==> config.mk <==
export PLATFORM = sky130hd
export DESIGN_NAME = lpc_reg_bank
export DESIGN_NICKNAME = d
export VERILOG_FILES = /design/src/rtl/lpc_reg_bank.sv
export SDC_FILE = /design/constraint.sdc
export NUM_CORES = 1
export LEC_CHECK = 0
export ABC_AREA = 1
export ABC_CLOCK_PERIOD_IN_PS = 2100
export CORE_MARGIN = 2
export CORE_UTILIZATION = 40
export DETAILED_ROUTE_END_ITERATION = 12
export RECOVER_POWER = 50
export SYNTH_ARGS = -nofsm -noshare
export SYNTH_HDL_FRONTEND = slang
export SYNTH_SLANG_ARGS = --single-unit
==> constraint.sdc <==
create_clock -name i_LPCClk -period 2.1 [get_ports i_LPCClk]
set_input_delay 0.315 -clock i_LPCClk [delete_from_list [all_inputs] [get_ports i_LPCClk]]
set_output_delay 0.315 -clock i_LPCClk [all_outputs]
set_load 0.1 [all_outputs]
==> src/rtl/lpc_reg_bank.sv <==
// LPC register bank plus port-80h POST-code FIFO. Read data is combinational in the strobe cycle; writes land next cycle.
// Strobes are edge-qualified single accesses with no backpressure; a push into a full FIFO drops data and sets a sticky overflow.
module lpc_reg_bank #(
    parameter int          FIFO_DEPTH = 8,
    parameter logic [7:0]  VERSION    = 8'h16,
    parameter logic [7:0]  POST_ADDR  = 8'h80,
    parameter logic [7:0]  CTRL_RST   = 8'h00
) (
    input  logic       i_LPCClk,
    input  logic       i_rst_n,
    input  logic [7:0] i_lpc_addr,
    input  logic [7:0] i_lpc_wdata,
    input  logic       i_lpc_write,
    input  logic       i_lpc_read,
    output logic [7:0] o_lpc_rdata,
    input  logic [7:0] i_board_in,
    output logic [7:0] o_ctrl,
    output logic [7:0] o_post_code,
    output logic       o_post_valid
);

    localparam int PW = (FIFO_DEPTH > 1) ? $clog2(FIFO_DEPTH) : 1;
    localparam int CW = PW + 1;

    localparam logic [7:0] A_VERSION = 8'h00;
    localparam logic [7:0] A_SCRATCH = 8'h01;
    localparam logic [7:0] A_CTRL    = 8'h02;
    localparam logic [7:0] A_STATUS  = 8'h03;
    localparam logic [7:0] A_FDATA   = 8'h04;
    localparam logic [7:0] A_FCMD    = 8'h05;
    localparam logic [7:0] A_BOARD   = 8'h06;

    logic          wr_prev;
    logic          rd_prev;
    logic          wr_acc;
    logic          rd_acc;
    logic [7:0]    scratch;
    logic [7:0]    board_s1;
    logic [7:0]    board_s2;
    logic [7:0]    fifo_mem [FIFO_DEPTH];
    logic [PW-1:0] wr_ptr;
    logic [PW-1:0] rd_ptr;
    logic [CW-1:0] count;
    logic          overflow;
    logic          fifo_empty;
    logic          fifo_full;
    logic          push;
    logic          push_ok;
    logic          pop;
    logic [7:0]    status;
    logic [7:0]    head;

    // Simultaneous rising edges: the write wins and the read's side effect (pop) is dropped.
    assign wr_acc = i_lpc_write & ~wr_prev;
    assign rd_acc = i_lpc_read & ~rd_prev & ~wr_acc;

    assign fifo_empty = (count == '0);
    assign fifo_full  = (count == CW'(FIFO_DEPTH));
    assign push       = wr_acc && (i_lpc_addr == POST_ADDR);
    assign push_ok    = push && !fifo_full;
    assign pop        = rd_acc && (i_lpc_addr == A_FDATA) && (i_lpc_addr != POST_ADDR) && !fifo_empty;
    assign head       = fifo_empty ? 8'h00 : fifo_mem[rd_ptr];
    assign status     = {1'b0, overflow, fifo_full, fifo_empty, 4'(count)};

    always_ff @(posedge i_LPCClk or negedge i_rst_n) begin
        if (!i_rst_n) begin
            wr_prev  <= 1'b0;
            rd_prev  <= 1'b0;
            board_s1 <= 8'h00;
            board_s2 <= 8'h00;
        end else begin
            wr_prev  <= i_lpc_write;
            rd_prev  <= i_lpc_read;
            board_s1 <= i_board_in;
            board_s2 <= board_s1;
        end
    end

    always_ff @(posedge i_LPCClk or negedge i_rst_n) begin
        if (!i_rst_n) begin
            scratch <= 8'h00;
            o_ctrl  <= CTRL_RST;
        end else if (wr_acc && (i_lpc_addr != POST_ADDR)) begin
            if (i_lpc_addr == A_SCRATCH) scratch <= i_lpc_wdata;
            if (i_lpc_addr == A_CTRL)    o_ctrl  <= i_lpc_wdata;
        end
    end

    always_ff @(posedge i_LPCClk or negedge i_rst_n) begin
        if (!i_rst_n) begin
            o_post_code  <= 8'h00;
            o_post_valid <= 1'b0;
        end else if (push) begin
            o_post_code  <= i_lpc_wdata;
            o_post_valid <= 1'b1;
        end
    end

    // Storage needs no reset: count gates every observable read of it.
    always_ff @(posedge i_LPCClk) begin
        if (push_ok) fifo_mem[wr_ptr] <= i_lpc_wdata;
    end

    always_ff @(posedge i_LPCClk or negedge i_rst_n) begin
        if (!i_rst_n) begin
            wr_ptr   <= '0;
            rd_ptr   <= '0;
            count    <= '0;
            overflow <= 1'b0;
        end else begin
            if (push_ok) begin
                wr_ptr <= wr_ptr + PW'(1);
                count  <= count + CW'(1);
            end else if (push) begin
                overflow <= 1'b1;
            end else if (pop) begin
                rd_ptr <= rd_ptr + PW'(1);
                count  <= count - CW'(1);
            end else if (wr_acc && (i_lpc_addr == A_FCMD)) begin
                if (i_lpc_wdata[0]) begin
                    wr_ptr <= '0;
                    rd_ptr <= '0;
                    count  <= '0;
                end
                if (i_lpc_wdata[1]) overflow <= 1'b0;
            end
        end
    end

    always_comb begin
        o_lpc_rdata = 8'hFF;
        if (i_lpc_addr == POST_ADDR) begin
            o_lpc_rdata = o_post_code;
        end else begin
            case (i_lpc_addr)
                A_VERSION: o_lpc_rdata = VERSION;
                A_SCRATCH: o_lpc_rdata = scratch;
                A_CTRL:    o_lpc_rdata = o_ctrl;
                A_STATUS:  o_lpc_rdata = status;
                A_FDATA:   o_lpc_rdata = head;
                A_FCMD:    o_lpc_rdata = 8'h00;
                A_BOARD:   o_lpc_rdata = board_s2;
                default:   o_lpc_rdata = 8'hFF;
            endcase
        end
    end

endmodule

### After elaboration in Yosys (flattened, before gate mapping)

Memory sizes are Yosys's and may differ from the RTL's.
Cells that the tools add are included.

* $add $sub $neg: 4
* equal/unequal tests: 12
* muxes and demuxes: 20
* bitwise gates (word level): 8
* reduce and logical (&&, ||, !) cells: 25

Operators with widths (number)
* one-hot mux 8 bit (7 select lines): 1
* equality test 8 x 3 -> 1 bit, second input constant: 3
* two-way mux 4 bit: 5
* two-way mux 3 bit: 6
* equality test 8 x 2 -> 1 bit, second input constant: 2
* two-way mux 8 bit: 2
* AND reduction 4 bit: 3
* nonzero test 2 bit: 6
* equality test 8 x 1 -> 1 bit, second input constant: 1
* equality test 8 bit, second input constant: 1
* logical NOT 8 bit: 1
* != test 8 bit, second input constant: 1
* logical AND 1 bit: 7
* adder 3 x 1 -> 3 bit, second input constant: 2
* two-way mux 1 bit: 6
* nonzero test 3 bit: 2
* NOT 1 bit: 5
* adder 4 x 1 -> 4 bit, second input constant: 1
* equality test 4 bit, second input constant: 1
* logical NOT 4 bit: 1
* != test 2 bit, second input constant: 2
* AND reduction 2 bit: 2
* subtractor 4 x 1 -> 4 bit, second input constant: 1
* bitwise AND 1 bit: 3
* 3 further kinds: 4

* flip-flop bits (word level): 54
* memory bits (writable): 64
* input bits: 28
* output and inout bits: 25
* memories: 1

Memory list
* fifo_mem: depth 8, width 8, read ports 1, clocked after memory_dff 0, wr ports 1, RTL line 40 `logic [7:0] fifo_mem [FIFO_DEPTH];`

### Depth between registers and ports, before layout

* word-level depth: 10
* mapped depth: 10
* depth with buffers taken out: 10

### Worst setup path after synthesis

No wires, ideal clock.

* path type: register -> output
* from: reg count[0]
* to: out o_lpc_rdata[7]
* arrival time: 2.519 ns
* required time: 1.785 ns
* path slack: -0.734 ns
* cell stages (with the launch flop): 10
* path buffers: 0
* path through: dfrtp_1 inv_1 ha_1 nand3_1 nand2_1 nor2_4 nand2_1 nor2_1 nor2_1 nor2_1

* longest elaborated chain between the ends: 4

RTL lines
* from (decl): RTL line 43 `logic [CW-1:0] count;`
* from (signal assigned): RTL line 113 `count <= count + CW'(1);`
* from (signal assigned): RTL line 118 `count <= count - CW'(1);`
* logical NOT 4 bit: RTL line 57 `assign fifo_empty = (count == '0);`
* two-way mux 8 bit: RTL line 62 `assign head = fifo_empty ? 8'h00 : fifo_mem[rd_ptr];`
* one-hot mux 8 bit (7 select lines): RTL line 135 `case (i_lpc_addr)`
* two-way mux 8 bit: RTL line 132 `if (i_lpc_addr == POST_ADDR) begin`
* to (decl): RTL line 15 `output logic [7:0] o_lpc_rdata,`

Every way passes these cells.

### Worst setup path after layout

* from: reg rd_ptr[0]
* to: out o_lpc_rdata[7]

* longest elaborated chain between the ends: 4

RTL lines
* from (decl): RTL line 42 `logic [PW-1:0] rd_ptr;`
* from (signal assigned): RTL line 117 `rd_ptr <= rd_ptr + PW'(1);`
* memory read (8 x 8 bit)
* two-way mux 8 bit: RTL line 62
* one-hot mux 8 bit (7 select lines): RTL line 135
* two-way mux 8 bit: RTL line 132

Every way passes these cells.

==> impl_summary.log <==
INFO  metric status = finished with violations
INFO  metric violations_in_the_final_reports = setup timing
INFO  metric crit_fanout = 11
INFO  metric final.period_utilization = 1.09
INFO  metric mostFrequentLayoutCells = nand2_1, inv_1, nand3_1, edfxtp_1, buf_4
INFO  metric path_type_of_the_worst_min_delay_path = primary input to async pin
INFO  metric critPathRequiredTime = 1.78 ns
INFO  metric ff2ff_path_depth = 8
INFO  metric largest_vdd_supply_drop = 599 uV
INFO  metric period_needed = 2.28 ns
INFO  metric netlist_area = 0.00548 sq mm
INFO  metric worst_clock_skew = 0.00673 ns
INFO  metric timing.hold.ws = 0.300 ns
INFO  metric wl_per_cell = 16.3 microns
INFO  metric antenna_cells = 0
INFO  metric first_global_vias = 4387
INFO  metric report.final.slew_viol_count = 0
INFO  metric nets = 728
INFO  metric clk_latency = 0.41 ns
INFO  metric r2r_slack = 0.40 ns
INFO  metric synthCells = 587
INFO  metric root_buffer_selected_by_cts = clkbuf_16
INFO  metric slew_of_the_pin_with_the_lowest_slew_margin = 1.26 ns
INFO  metric worstReg2RegEnd = fifo_mem[3][7]
INFO  metric synth_xor_xnor_area_share = 0.00959
INFO  metric design.core.area = 0.0133 sq mm
INFO  metric cts_htree_levels = 4
INFO  metric numClockSinks = 118
INFO  metric avgSynthCellArea = 9.34 sq um
INFO  metric globalRouteTotalUtil = 0.211
INFO  metric maxCapViolations = 0
INFO  metric fin_total_pwr = 5.94 mW
INFO  metric leakage = 3.38 nW
INFO  metric final_cell_count_no_fill = 884
INFO  metric compound_gate_portion_of_the_synthesized_area = 0.0374
INFO  metric layout_cell_share_with_drive_strength_beyond_1 = 0.260
INFO  metric cp_data_arrival_time = 1.96 ns
INFO  metric via_count = 4455
INFO  metric worst_setup_hold_path_clk_slew = 0.05 ns
INFO  metric synth_simple_gate_area_share = 0.253
INFO  metric total_power_per_unit_cell_area = 789 mW/mm^2
INFO  metric horizontal_die_dimension = 121 microns
INFO  metric cp-startpoint = rd_ptr[0]
INFO  metric multiplexer_share_of_the_synthesized_area = 0
INFO  metric worstSetupEndpointType = primary output
INFO  metric pin_count = 53
INFO  metric grt_antenna_before_repair = 0
INFO  metric tritoncts.num_buffers = 17
INFO  metric setup.worst_path.class = register to primary output
INFO  metric grt-ovfl-total = 0
INFO  metric routed_wl = 14400 microns
INFO  metric layout_commonest_cell = nand2_1
INFO  metric max_freq = 439 MHz
INFO  metric vias_per_cell = 5.04
INFO  metric port_buffers = 52
INFO  metric max-slew-margin-rel = 0.158
INFO  metric area_growth = 37.4%
INFO  metric finalSetupViolations = 8
INFO  metric postLayoutSetupSlackWorst = -0.179 ns
INFO  metric reg2reg_from = count[1]
INFO  metric synth.yosys.warnings = 0
INFO  metric synthesis.nets = 620
INFO  metric tns = -1.20 ns
INFO  metric synth_fa_ha_area_frac = 0.0114
INFO  metric synth_seq_area_share = 0.597
INFO  metric synth_top_family_by_area = simple AND/OR/NAND/NOR gates
INFO  metric critical_path.startpoint_type = register
INFO  metric ys_seq_elements = 118
INFO  metric dp_hpwl = 9270 microns
INFO  metric first_pass_grt_wire_length = 23000 microns
INFO  metric maximum_number_of_pins_on_one_net_before_global_route_repair = 50
INFO  metric post_synth_num_cell_types = 32
INFO  metric first_iter_violations = 437
INFO  metric die_area = 0.0147 sq mm
INFO  metric rsz0062_at_grt = yes
INFO  metric floorplan.initialDensity = 0.412
INFO  metric drc = 0
INFO  metric antenna_left = 0
INFO  metric die_height = 121 microns
INFO  metric place_congestion = 0.869
INFO  metric maximum_clock_path_buffer_count = 2
INFO  metric number_of_rows_created_at_floorplan = 42
INFO  metric dpl.cell_count = 837
INFO  metric final_hold_viol_count = 0
INFO  metric first_pass_iters = 7
INFO  metric tritoncts = done
==> synthesized netlist by cell type <==
master / instances / share of area
o21ai_0: 21 / 0.019
nor2_4: 5 / 0.010
nor3_1: 8 / 0.0073
inv_2: 1 / 0.00068
nand2_1: 139 / 0.095
buf_4: 1 / 0.0014
o21ai_2: 2 / 0.0032
inv_4: 1 / 0.0011
clkinv_2: 1 / 0.00091
inv_1: 96 / 0.066
nor2_1: 28 / 0.019
clkbuf_1: 4 / 0.0027
o22ai_1: 2 / 0.0023
nor2_2: 1 / 0.0011
xor2_1: 3 / 0.0048
nand4_1: 2 / 0.0023
nand3_1: 99 / 0.090
nand2_2: 7 / 0.0080
buf_6: 2 / 0.0041
o21ai_1: 11 / 0.010
ha_1: 5 / 0.011
clkbuf_2: 1 / 0.00091
dfrtp_1: 54 / 0.25
clkinv_1: 2 / 0.0014
edfxtp_1: 64 / 0.35
buf_12: 1 / 0.0037
nand4_4: 2 / 0.0078
nand3_4: 1 / 0.0032
a21oi_1: 3 / 0.0027
buf_2: 10 / 0.0091
xnor2_1: 3 / 0.0048
or2_0: 7 / 0.0080
==> state kept, by name, indices dropped and copies added (netlist names), 3 cells and up <==
name,flops
board_s1,8
board_s2,8
count,4
fifo_mem,64
o_ctrl,8
o_post_code,8
rd_ptr,3
scratch,8
wr_ptr,3
==> repair_timing <==
action / 4_1_cts / 5_1_grt
gates cloned: 3 / 1
buffers inserted: 9 / 1
resized for setup: 62 / 7
pin swaps: 24 / 5
hold buffers: 1 / 0
setup endpoints to repair: 8 / 8
hold endpoints to repair: 54 / 0
==> where the power goes <==
group          total, mW  switching [mW]  internal [mW]
Clock               3.01           0.997           2.02
Combinational      0.415           0.278          0.137
Sequential          2.51          0.0259           2.49
Total               5.94            1.30           4.64
==> kinds of logic after synthesis <==
kind of cell,after synthesis
adder cells (fa/ha/maj),5
buffers and inverters,120
AND/OR/NAND/NOR,299
AO/OA/AOI/OAI,39
flip-flops,118
XOR/XNOR,6
==> how the worst max path moves through the flow <==
stage	end	slack, ns	cells after the start
after floorplan	fifo_mem[0][0]	-0.0002	7
after global placement	o_lpc_rdata[0]	-0.37	10
after detailed placement	o_lpc_rdata[3]	-0.38	10
after CTS	o_lpc_rdata[0]	-0.19	10
after global routing	o_lpc_rdata[6]	-0.29	11
final	o_lpc_rdata[7]	-0.18	11
==> routing by layer <==
metal / global-route usage / part of all wire / vias up
met2: 0.338 / 0.48 / 153
met3: 0.0498 / 0.061 / 28
met4: 0.0836 / 0.023 / 0
met1: 0.276 / 0.43 / 2158
li1: - / - / 2116
met5: 0 / 0 / -
==> critical path, cell delays in order (launching register included) <==
cell     delay, ns
dfrtp_1       0.39
buf_6         0.15
buf_12        0.14
nor2_2        0.04
nor2_1        0.10
o21ai_1       0.08
nand2_1       0.08
nor2_1        0.05
nor2_1        0.16
nor2_2        0.07
nor2_4        0.10
buf_12        0.18
==> final cells by class <==
class                           instances  area [sq um]
Fill cell                            1130          5770
Sequential cell                       118          3280
Multi-Input combinational cell        351          1920
Timing Repair Buffer                  106          1060
Clock buffer                           27           546
Inverter                              101           415
Tap cell                              176           220
Clock inverter                          5          83.8
==> stage by stage <==
stage                     utilization  setup slack (ns)  area, sq um
after global placement          0.492            -0.367         6540
final                           0.566            -0.179         7530
after CTS                       0.562            -0.191         7480
after floorplan                     -         -0.000155         5520
after detailed placement        0.492            -0.383         6540
after global routing            0.566            -0.293         7530
No activity file was read; power rests on OpenSTA's default activity.
